File: src/rtl/usb_fifo_pkg.sv
// ---------------------------------------------------------------------------
// usb_fifo_pkg
// Shared definitions for the USB endpoint FIFOs.
//   DEF_DATA_W / DEF_DEPTH : default word width and depth reused by endpoint FIFOs
//   clog2()                : elaboration-time ceiling log2 for sizing pointers
//   ptr_dist()             : distance between two wrap-bit pointers of width aw+1
// ---------------------------------------------------------------------------
package usb_fifo_pkg;

  localparam int DEF_DATA_W = 8;
  localparam int DEF_DEPTH  = 64;

  // Ceiling log2, used at elaboration time to size address and pointer fields.
  function automatic int clog2(input int value);
    int r;
    r = 0;
    while ((1 << r) < value) r++;
    return r;
  endfunction

  // Pointers carry one extra wrap bit, so plain subtraction masked to aw+1 bits
  // yields the occupancy between them, including the completely-full case.
  function automatic int unsigned ptr_dist(input int unsigned head,
                                           input int unsigned tail,
                                           input int aw);
    int unsigned mask;
    mask = (32'd1 << (aw + 1)) - 32'd1;
    return (head - tail) & mask;
  endfunction

endpackage

File: src/rtl/usb_pkt_fifo_if.sv
// ---------------------------------------------------------------------------
// usb_pkt_fifo_if
// Handshake bundle between the USB packet receiver / endpoint logic (master)
// and the packet FIFO (slave).
//   flush                         : synchronous clear of contents and flags
//   wr_valid/wr_ready/wr_data     : write stream
//   wr_commit/wr_discard          : publish or drop the pending packet
//   rd_valid/rd_ready/rd_data     : read stream, first-word fall-through
//   level/almost_full/overflow    : status
// ---------------------------------------------------------------------------
interface usb_pkt_fifo_if #(
  parameter int DATA_W = usb_fifo_pkg::DEF_DATA_W,
  parameter int DEPTH  = usb_fifo_pkg::DEF_DEPTH
);
  localparam int AW = usb_fifo_pkg::clog2(DEPTH);

  logic              flush;
  logic              wr_valid;
  logic              wr_ready;
  logic [DATA_W-1:0] wr_data;
  logic              wr_commit;
  logic              wr_discard;
  logic              rd_valid;
  logic              rd_ready;
  logic [DATA_W-1:0] rd_data;
  logic [AW:0]       level;
  logic              almost_full;
  logic              overflow;

  modport master (
    output flush, wr_valid, wr_data, wr_commit, wr_discard, rd_ready,
    input  wr_ready, rd_valid, rd_data, level, almost_full, overflow
  );

  modport slave (
    input  flush, wr_valid, wr_data, wr_commit, wr_discard, rd_ready,
    output wr_ready, rd_valid, rd_data, level, almost_full, overflow
  );

endinterface

File: src/rtl/usb_fifo_ram.sv
// ---------------------------------------------------------------------------
// usb_fifo_ram
// DEPTH x DATA_W storage with one synchronous write port and one asynchronous
// read port. Storage is deliberately not reset; validity is tracked by the
// pointers in the owning FIFO.
//   clk      : write clock
//   we_i     : write enable
//   waddr_i  : write address
//   wdata_i  : write data
//   raddr_i  : read address
//   rdata_o  : read data (combinational)
// ---------------------------------------------------------------------------
module usb_fifo_ram #(
  parameter int DATA_W = 8,
  parameter int DEPTH  = 64,
  parameter int AW     = 6
) (
  input  logic              clk,
  input  logic              we_i,
  input  logic [AW-1:0]     waddr_i,
  input  logic [DATA_W-1:0] wdata_i,
  input  logic [AW-1:0]     raddr_i,
  output logic [DATA_W-1:0] rdata_o
);

  logic [DATA_W-1:0] mem_q [DEPTH];

  // Plain clocked write; no reset so the array maps onto RAM cells.
  always_ff @(posedge clk) begin
    if (we_i) begin
      mem_q[waddr_i] <= wdata_i;
    end
  end

  // Asynchronous read gives the FIFO its first-word fall-through behaviour.
  assign rdata_o = mem_q[raddr_i];

endmodule

File: src/rtl/usb_pkt_fifo.sv
// ---------------------------------------------------------------------------
// usb_pkt_fifo
// Single-clock packet FIFO for USB endpoint buffering. Bytes are written
// speculatively behind a commit pointer; the reader only sees data up to the
// commit pointer, and a discard rewinds the write pointer to drop the pending
// packet whole.
//   clk    : clock, all state on rising edge
//   rst_n  : asynchronous reset, active low
//   bus    : usb_pkt_fifo_if.slave (write/read handshakes, commit/discard,
//            flush, level, almost_full, sticky overflow)
// ---------------------------------------------------------------------------
module usb_pkt_fifo
  import usb_fifo_pkg::*;
#(
  parameter int DATA_W = DEF_DATA_W,
  parameter int DEPTH  = DEF_DEPTH,
  parameter int AF_LVL = 56
) (
  input logic           clk,
  input logic           rst_n,
  usb_pkt_fifo_if.slave bus
);

  localparam int AW = clog2(DEPTH);
  localparam int PW = AW + 1;

  logic [AW:0] wr_ptr_q, wr_ptr_d;
  logic [AW:0] cmt_ptr_q, cmt_ptr_d;
  logic [AW:0] rd_ptr_q, rd_ptr_d;
  logic        overflow_q, overflow_d;

  logic        full;
  logic        wr_fire;
  logic        rd_fire;
  logic        ram_we;
  logic [AW:0] wr_ptr_next;
  logic [AW:0] used;

  // Full includes uncommitted words and depends only on registered pointers,
  // so a read in the same cycle never opens room for a write.
  assign full        = (wr_ptr_q[AW] != rd_ptr_q[AW]) &&
                       (wr_ptr_q[AW-1:0] == rd_ptr_q[AW-1:0]);
  assign wr_fire     = bus.wr_valid && !full;
  assign rd_fire     = bus.rd_valid && bus.rd_ready;
  assign wr_ptr_next = wr_ptr_q + {{AW{1'b0}}, wr_fire};
  assign ram_we      = wr_fire && !bus.flush && !bus.wr_discard;

  // Next-state pointers. Flush overrides everything; discard beats commit and
  // also swallows a word written in the same cycle. A write attempt while full
  // still marks overflow even if the packet is being discarded.
  always_comb begin
    wr_ptr_d   = wr_ptr_q;
    cmt_ptr_d  = cmt_ptr_q;
    rd_ptr_d   = rd_ptr_q;
    overflow_d = overflow_q;
    if (bus.flush) begin
      wr_ptr_d   = '0;
      cmt_ptr_d  = '0;
      rd_ptr_d   = '0;
      overflow_d = 1'b0;
    end else begin
      if (bus.wr_discard) begin
        wr_ptr_d = cmt_ptr_q;
      end else begin
        wr_ptr_d = wr_ptr_next;
        if (bus.wr_commit) begin
          cmt_ptr_d = wr_ptr_next;
        end
      end
      if (rd_fire) begin
        rd_ptr_d = rd_ptr_q + 1'b1;
      end
      if (bus.wr_valid && full) begin
        overflow_d = 1'b1;
      end
    end
  end

  // Pointer and flag registers; an asynchronous reset empties the FIFO at once.
  always_ff @(posedge clk or negedge rst_n) begin
    if (!rst_n) begin
      wr_ptr_q   <= '0;
      cmt_ptr_q  <= '0;
      rd_ptr_q   <= '0;
      overflow_q <= 1'b0;
    end else begin
      wr_ptr_q   <= wr_ptr_d;
      cmt_ptr_q  <= cmt_ptr_d;
      rd_ptr_q   <= rd_ptr_d;
      overflow_q <= overflow_d;
    end
  end

  usb_fifo_ram #(
    .DATA_W (DATA_W),
    .DEPTH  (DEPTH),
    .AW     (AW)
  ) u_ram (
    .clk     (clk),
    .we_i    (ram_we),
    .waddr_i (wr_ptr_q[AW-1:0]),
    .wdata_i (bus.wr_data),
    .raddr_i (rd_ptr_q[AW-1:0]),
    .rdata_o (bus.rd_data)
  );

  // Status outputs are pure functions of the registered pointers, so a word
  // becomes readable only the cycle after its commit edge.
  assign used            = PW'(ptr_dist(32'(wr_ptr_q), 32'(rd_ptr_q), AW));
  assign bus.level       = PW'(ptr_dist(32'(cmt_ptr_q), 32'(rd_ptr_q), AW));
  assign bus.rd_valid    = (cmt_ptr_q != rd_ptr_q);
  assign bus.wr_ready    = !full;
  assign bus.almost_full = (used >= PW'(AF_LVL));
  assign bus.overflow    = overflow_q;

endmodule

File: src/flat_wrapper.sv
// flat-port wrapper written by rule: the top's interface ports become plain ports
module usb_pkt_fifo_flat import usb_fifo_pkg::*;
#(
  parameter int DATA_W = DEF_DATA_W,
  parameter int DEPTH  = DEF_DEPTH,
  parameter int AF_LVL = 56
)
  (clk, rst_n, bus_flush, bus_wr_valid, bus_wr_data, bus_wr_commit, bus_wr_discard, bus_rd_ready, bus_wr_ready, bus_rd_valid, bus_rd_data, bus_level, bus_almost_full, bus_overflow);
  usb_pkt_fifo_if #(.DATA_W(DATA_W), .DEPTH(DEPTH)) bus_i ();
  input logic clk;
  input logic rst_n;
  input wire logic [$bits(bus_i.flush)-1:0] bus_flush;
  input wire logic [$bits(bus_i.wr_valid)-1:0] bus_wr_valid;
  input wire logic [$bits(bus_i.wr_data)-1:0] bus_wr_data;
  input wire logic [$bits(bus_i.wr_commit)-1:0] bus_wr_commit;
  input wire logic [$bits(bus_i.wr_discard)-1:0] bus_wr_discard;
  input wire logic [$bits(bus_i.rd_ready)-1:0] bus_rd_ready;
  output wire logic [$bits(bus_i.wr_ready)-1:0] bus_wr_ready;
  output wire logic [$bits(bus_i.rd_valid)-1:0] bus_rd_valid;
  output wire logic [$bits(bus_i.rd_data)-1:0] bus_rd_data;
  output wire logic [$bits(bus_i.level)-1:0] bus_level;
  output wire logic [$bits(bus_i.almost_full)-1:0] bus_almost_full;
  output wire logic [$bits(bus_i.overflow)-1:0] bus_overflow;
  assign bus_i.flush = bus_flush;
  assign bus_i.wr_valid = bus_wr_valid;
  assign bus_i.wr_data = bus_wr_data;
  assign bus_i.wr_commit = bus_wr_commit;
  assign bus_i.wr_discard = bus_wr_discard;
  assign bus_i.rd_ready = bus_rd_ready;
  assign bus_wr_ready = bus_i.wr_ready;
  assign bus_rd_valid = bus_i.rd_valid;
  assign bus_rd_data = bus_i.rd_data;
  assign bus_level = bus_i.level;
  assign bus_almost_full = bus_i.almost_full;
  assign bus_overflow = bus_i.overflow;
  usb_pkt_fifo #(.DATA_W(DATA_W), .DEPTH(DEPTH), .AF_LVL(AF_LVL)) u_core (.clk(clk), .rst_n(rst_n), .bus(bus_i));
endmodule
File: config.mk
export PLATFORM = sky130hd
export DESIGN_NAME = usb_pkt_fifo_flat
export DESIGN_NICKNAME = d
export VERILOG_FILES = /design/src/rtl/usb_fifo_pkg.sv /design/src/rtl/usb_pkt_fifo_if.sv /design/src/rtl/usb_fifo_ram.sv /design/src/rtl/usb_pkt_fifo.sv /design/src/flat_wrapper.sv
export SDC_FILE = /design/constraint.sdc
export NUM_CORES = 1
export LEC_CHECK = 0
export ABC_AREA = 1
export CAP_MARGIN = 30
export CORE_AREA = 3 3 192 194
export CTS_CLUSTER_DIAMETER = 100
export DETAILED_ROUTE_END_ITERATION = 10
export DIE_AREA = 0 0 195 197
export GPL_TIMING_DRIVEN = 0
export PLACE_DENSITY = 0.82
export SYNTH_ARGS = -nofsm -noshare
export SYNTH_HDL_FRONTEND = slang
export SYNTH_HIERARCHICAL = 1
export SYNTH_SLANG_ARGS = --single-unit
export TNS_END_PERCENT = 30
File: constraint.sdc
create_clock -name clk -period 7.1 [get_ports clk]
set_clock_uncertainty 0.05 [all_clocks]
set_input_delay 1.42 -clock clk [delete_from_list [all_inputs] [get_ports clk]]
set_output_delay 1.42 -clock clk [all_outputs]
set_load 0.03 [all_outputs]
==> results of run 1 <==
-- cell usage in the layout, fill, tap and decap left out, drive strengths merged, types with 2 or more instances in the layout --
master,instances
nor4,8
nor2,70
nand3,469
clkinvlp,2
xor2,8
edfxtp,512
fa,2
dfrtp,22
inv,52
clkdlybuf4s50,24
nor3,2
clkinv,23
o22ai,2
nand2,705
o21ai,9
xnor2,3
buf,125
ha,15
nand4,17
bufinv,3
nand3b,5
a21oi,12
clkbuf,83
-- worst max-delay path, delay by kind of cell (launching register included) --
kind	cells	cell delay, ns
DFF	1	0.51
and+or+nand+nor	6	0.96
buffers and inverters	3	1.66
-- power by group through the flow --
stage | sequential, mW | combinational, mW | clock, mW
final | 3.47 | 1.20 | 2.65
after CTS | 3.47 | 1.17 | 2.66
after detailed placement | 3.54 | 1.16 | 0
after global routing | 3.47 | 1.28 | 2.79
after global placement | 3.55 | 1.11 | 0
after floorplan | 3.53 | 0.725 | 0
-- stage by stage --
stage	util (%)	hold WS (ns)	instance area, um^2	power (mW)	setup slack [ns]
global route	72.6	0.504	25700	7.53	1.90
CTS	72.5	0.481	25700	7.30	2.04
floorplan	-	0.430	22900	4.26	3.52
detailed placement	67.9	0.467	24000	4.69	2.55
finish	72.6	0.481	25700	7.32	1.91
global placement	67.3	0.455	23800	4.66	1.80
-- cells by family (layout without fill, tap and decap cells) --
| kind of cell | after synthesis | count (layout) | share of synthesized area [%] |
|---|---|---|---|
| xor gates and xnor gates | 11 | 11 | 0.453 |
| and+or+nand+nor | 1277 | 1277 | 23.9 |
| AOI/OAI and AO/OA | 27 | 27 | 0.661 |
| adders and majority gates | 17 | 17 | 0.994 |
| buffers and inverters | 166 | 312 | 4.48 |
| DFF | 534 | 534 | 69.5 |
-- flip-flops by register name, summed over array words and instances, names as in the netlist --
register / count
u_core/u_ram/mem_q: 512
u_core/rd_ptr_q: 7
u_core/bus.overflow: 1
u_core/cmt_ptr_q: 7
u_core/wr_ptr_q: 7
-- layout make-up --
cell class | count | share of cell area [%]
inverter | 51 | 0.784
sequential | 534 | 62.0
multi-input combinational | 1332 | 23.4
tap | 461 | 2.25
clock buffer | 68 | 5.46
clock inverter | 29 | 0.891
buffer | 115 | 3.21
timing repair buffer | 49 | 2.01
-- worst paths after layout --
check | to | cells past startpoint | start
min reg2reg | u_core/cmt_ptr_q[2]$_DFFE_PN0P_ | 2 | u_core/cmt_ptr_q[2]$_DFFE_PN0P_
min | u_core/cmt_ptr_q[2]$_DFFE_PN0P_ | 2 | u_core/cmt_ptr_q[2]$_DFFE_PN0P_
max in group asynchronous | u_core/rd_ptr_q[3]$_DFFE_PN0P_ | 2 | rst_n
max | bus_rd_data[1] | 9 | u_core/rd_ptr_q[2]$_DFFE_PN0P_
min in group asynchronous | u_core/bus.overflow$_DFFE_PN0P_ | 1 | rst_n
max reg2reg | u_core/u_ram/mem_q[36][6]$_DFFE_PP_ | 10 | u_core/rd_ptr_q[1]$_DFFE_PN0P_
-- per-layer routing --
layer / up-vias / share of wire, %
met4: 2 / 5.9
met3: 292 / 13
met2: 1312 / 46
li1: 7315 / -
met5: - / 0.017
met1: 8057 / 34
==> results_dict.tcl, run 1 <==
set metrics [dict create \
    report.final.setup_viol 0 \
    max_slew_margin_pct 29.1 \
    crit_fanout 10 \
    static-leakage-power_nw 9.57 \
    coreArea_mm2 0.0354 \
    global_route.overflow_total 0 \
    detail_route.wirelength_mm 65.5 \
    met3_usage_pct 7.61 \
    fillerInstances 2342 \
    detailed_place_hpwl_mm 45.1 \
    top_level_ports 34 \
    drt_first_pass_iters 6 \
    clockPowerShare_pct 36.2 \
    period_utilisation_layout_pct 73.1 \
    residual_drc_count 0 \
    global_route.usage.met1_pct 44.9 \
    crit_required_ns 5.63 \
    tns_ns 0 \
    regArea_mm2 0.0159 \
    worst_hold_path_type "register to register" \
    layout_min_cycle_time_ns 5.19 \
    unrepaired_setup_endpoints_after_global_routing "false" \
    multiInputGateArea_mm2 0.00601 \
    placedCellCount 2541 \
    critical_path.cell_chain "buf_2, clkbuf_1, nand3_1, nand2_1, nand2_1, nand3_1, nand3_1, nand2_1, clkdlybuf4s50_1" \
    clock_path_buffers 3 \
    mappedNetlistArea_mm2 0.0229 \
    combPwrFrac_pct 16.4 \
    power_density_mw_per_mm2 285 \
    floorplan.rows 69 \
    grt_usage_pct 33.8 \
    timing_max_transition_violations_final 0 \
    yosys_register_bits 534 \
    dieWidth_um 195 \
    sequentialPowerShare_pct 47.5 \
    floorplan.die_area_mm2 0.0384 \
    routedWlPerCell_um 24.8 \
    cts_resized 0 \
    number_of_distinct_library_cells_after_synthesis 35 \
    ctsHtreeMaxLevel 2 \
    yosys_warnings 6 \
    placer_s_final_routability_congestion_estimate 1.05 \
    syn_to_final_growth_pct 12.1 \
    synth_commonest_cells "nand2_1 (704), edfxtp_1 (512), nand3_1 (468), nor2_1 (70), inv_1 (46)" \
    global_route_wire_length_before_repair_mm 96.4 \
    irDropWorstVdd_uv 224 \
    cts_tree "yes" \
    synthArstFlopShare_pct 4.12 \
    number_of_enable_flip_flop_cells_after_synthesis 512 \
    worst-setup-path-type "register to output pin" \
    finalHoldViolations 0 \
    cts_hold_buffers 0 \
    slowest_delay_ns 0.70 \
    die_height_um 197 \
    clk_latency_ns 0.58 \
    top_usage_layer "met2" \
    antenna_violating_nets_post_route 0 \
    setup.worst_path.end_class "output pin" \
    postSynthNetCount 2064 \
    final_cell_count_no_fill 2639 \
    placement.io_buffers 32 \
    critPathSlowestCell "clkdlybuf4s50_1" \
    yosysSeqAreaShare_pct 69.5 \
    switching_share_of_power_pct 27.0 \
    maxCapViolCount 0 \
    vias_per_cell 6.43 \
    grt_start_max_net_pins 45 \
    internal_power_mw 5.34 \
    finalNetCount 2167 \
    layout-drive-gt1-share_pct 9.41 \
    number_of_cts_inserted_buffers 52 \
    antennaDiodeCount 0 \
    synth_top_cells_by_area "edfxtp_1 (67%), nand2_1 (12%), nand3_1 (10%)" \
    grt_pass1_vias 16031 \
    regToRegSetupSlack_ns 2.82 \
    cts.repair_timing.setup_buffer_count 0 \
    clock.fmax_mhz 193 \
    syn_inst_count 2032 \
    initial_util_pct 64.7 \
    total_switching_power_mw 1.98 \
    arrival_ns 3.72 \
    grt_util_met2_pct 54.1 \
    post-synth-top-area-cell "edfxtp_1" \
    cts-root-buf "clkbuf_16" \
    clock_sinks 534 \
    max_slew.worst_pin.slew_ns 1.06 \
    synth_top_area_share_pct 67.1 \
    yosys_most_used_dff "edfxtp_1" \
    detailroute.via_count 16978 \
    clkSlewWorstSetupHoldPaths_ns 0.06 \
    grt_antenna_before_repair 1 \
    timing.critical_path.from_type "register" \
    yosys.cell_count.top_type "nand2_1" \
    synthesized_area_per_cell_um2 11.3 \
    outcome "finished, final reports clean" \
    detailedRoute.firstIterationViolations 2919 \
]
Note: power is estimated with default switching activity, not from simulation.
==> run 2: changes to the inputs <==
--- a/config.mk
+++ b/config.mk
@@ -7,12 +7,12 @@
 export LEC_CHECK = 0
 export ABC_AREA = 1
 export CAP_MARGIN = 30
-export CORE_AREA = 3 3 192 194
+export CORE_AREA = 3 3 207 209
 export CTS_CLUSTER_DIAMETER = 100
 export DETAILED_ROUTE_END_ITERATION = 10
-export DIE_AREA = 0 0 195 197
+export DIE_AREA = 0 0 210 212
 export GPL_TIMING_DRIVEN = 0
-export PLACE_DENSITY = 0.82
+export PLACE_DENSITY = 0.75
 export SYNTH_ARGS = -nofsm -noshare
 export SYNTH_HDL_FRONTEND = slang
 export SYNTH_HIERARCHICAL = 1
==> constraint.sdc (replaced) <==
create_clock -name clk -period 4.6 [get_ports clk]
set_clock_uncertainty 0.05 [all_clocks]
set_input_delay 0.92 -clock clk [delete_from_list [all_inputs] [get_ports clk]]
set_output_delay 0.92 -clock clk [all_outputs]
set_load 0.03 [all_outputs]
==> run 2 against run 1 <==
  * Utilization down 9.6 points
  * Cell area is 0.51% higher
  * Die area up 16%
  * Count of clock-buffer cells in the layout up 1
  * Sequential power is 54% higher
  * Power up 55%
  * Critical path depth is the same
  * Largest power group unchanged
==> results_dict.tcl, run 2 (same netlist as run 1, synthesis figures left out) <==
set metrics [dict create \
    outcome "finished, final reports clean" \
    clock.fmax_mhz 221 \
    unrepaired_setup_endpoints_after_global_routing "false" \
    die_height_um 212 \
    regToRegSetupSlack_ns 0.43 \
    crit_family "buffers and inverters" \
    critical_path.cell_chain "inv_2, buf_1, nand3_1, nand2_1, nand2_1, nand3_1, nand3_1, nand2_1, clkdlybuf4s50_1" \
    cts-root-buf "clkbuf_16" \
    grt_antenna_before_repair 0 \
    placedCellCount 2612 \
    cts.repair_timing.setup_buffer_count 0 \
    finalNetCount 2168 \
    final_cell_mix "nand2_1 (704), edfxtp_1 (512), nand3_1 (468), nor2_1 (70), clkbuf_16 (55)" \
    report.final.setup_viol 0 \
    ctsHtreeMaxLevel 2 \
    dpl-instance-area_mm2 0.0241 \
    layout_min_cycle_time_ns 4.52 \
    detailed_place_hpwl_mm 44.3 \
    static-leakage-power_nw 9.61 \
    tns_ns 0 \
    antenna_violating_nets_post_route 0 \
    irDropWorstVdd_uv 359 \
    vias_per_cell 6.11 \
    setup.worst_path.end_class "output pin" \
    routedWlPerCell_um 23.9 \
    layout-drive-gt1-share_pct 9.73 \
    detailroute.via_count 16564 \
    number_of_cts_inserted_buffers 53 \
    power_density_mw_per_mm2 440 \
    grt_usage_pct 29.2 \
    arrival_ns 3.55 \
    drt_first_pass_iters 6 \
    timing.critical_path.from_type "register" \
    crit_required_ns 3.63 \
    crit_fanout 10 \
    largest_register "u_core/u_ram/mem_q" \
    cts_hold_buffers 0 \
    slowest_delay_ns 0.70 \
    most_common_cell_after_layout_fill_and_taps_aside "nand2_1" \
    clk_latency_ns 0.60 \
    critPathSlowestCell "clkdlybuf4s50_1" \
    period_utilisation_layout_pct 98.2 \
    global_route_wire_length_before_repair_mm 96.7 \
    clock_sinks 534 \
    critical_path_buf_inv_count 3 \
    worst_hold_slack_ns 0.486 \
    top_level_ports 34 \
    grt_pass1_vias 15863 \
    detail_route.wirelength_mm 64.8 \
    antennaDiodeCount 0 \
    detailedRoute.firstIterationViolations 2278 \
    cts_tree "yes" \
    grt_start_max_net_pins 43 \
    final_cell_count_no_fill 2711 \
    residual_drc_count 0 \
    placer_s_final_routability_congestion_estimate 1.01 \
    worst_hold_path_type "register to register" \
    clkSlewWorstSetupHoldPaths_ns 0.06 \
    initial_util_pct 55.9 \
    max_slew.worst_pin.slew_ns 1.08 \
    global_route.overflow_total 0 \
    max_slew_margin_pct 27.5 \
    clock_path_buffers 3 \
    coreArea_mm2 0.0410 \
    dieWidth_um 210 \
    syn_to_final_growth_pct 12.7 \
    floorplan.die_area_mm2 0.0445 \
    layout.cell_area.non_filler_mm2 0.0258 \
    flip_flop_count_of_the_largest_register_after_layout 512 \
    timing_max_transition_violations_final 0 \
    floorplan.rows 74 \
    cts_resized 0 \
    finalHoldViolations 0 \
    worst-setup-path-type "register to output pin" \
    placement.io_buffers 32 \
    maxCapViolCount 0 \
]
[run 2: worst min-delay path, cell delays in order, from the launching register on]
cell	delay [ns]
dfrtp_1	0.38
inv_1	0.06
a21oi_1	0.06
[run 2: final timing paths]
path                            depth (start not counted)                            start                                   to
max in group asynchronous                               2                            rst_n       u_core/rd_ptr_q[1]$_DFFE_PN0P_
worst max-delay path                                    9   u_core/rd_ptr_q[2]$_DFFE_PN0P_                       bus_rd_data[4]
worst min register to register                          2  u_core/bus.overflow$_DFFE_PN0P_      u_core/bus.overflow$_DFFE_PN0P_
worst max register to register                         10   u_core/rd_ptr_q[1]$_DFFE_PN0P_  u_core/u_ram/mem_q[27][2]$_DFFE_PP_
min in group asynchronous                               1                            rst_n       u_core/rd_ptr_q[6]$_DFFE_PN0P_
worst min-delay path                                    2  u_core/bus.overflow$_DFFE_PN0P_      u_core/bus.overflow$_DFFE_PN0P_
[run 2: per-stage QoR]
| stage | util [%] | worst slack, ns | power (mW) |
|---|---|---|---|
| 5_1_grt | 62.9 | 0.0116 | 11.7 |
| 3_3_place_gp | 58.3 | -0.115 | 7.21 |
| 3_5_place_dp | 58.8 | 0.396 | 7.24 |
| 6_report | 62.9 | 0.0834 | 11.4 |
| 2_1_floorplan | - | 1.28 | 6.58 |
| 4_1_cts | 62.9 | 0.0581 | 11.4 |
[run 2: area by class of cell]
| cell class | instances | area, um^2 |
|---|---|---|
| fillers | 3104 | 15200 |
| well taps | 532 | 666 |
| repair buffers | 49 | 512 |
| multi-input cells | 1332 | 6010 |
| flip-flops and latches | 534 | 15900 |
| plain buffers | 115 | 827 |
| clock inverters | 29 | 196 |
| clock buffers | 69 | 1480 |
| inverters | 51 | 201 |
[run 2: layer usage]
layer | share of wire [%] | up-vias | GRT usage [%]
met4 | 4.4 | 0 | 11.8
met3 | 12 | 175 | 5.78
li1 | - | 7323 | -
met5 | 0 | - | 0
met1 | 38 | 7981 | 40.3
met2 | 46 | 1085 | 46.4
[run 2: power by group]
part	total [mW]	internal, mW	switching, mW
Sequential	5.36	5.34	0.0236
Clock	4.16	2.37	1.79
Combinational	1.83	0.581	1.25
Total	11.4	8.29	3.06
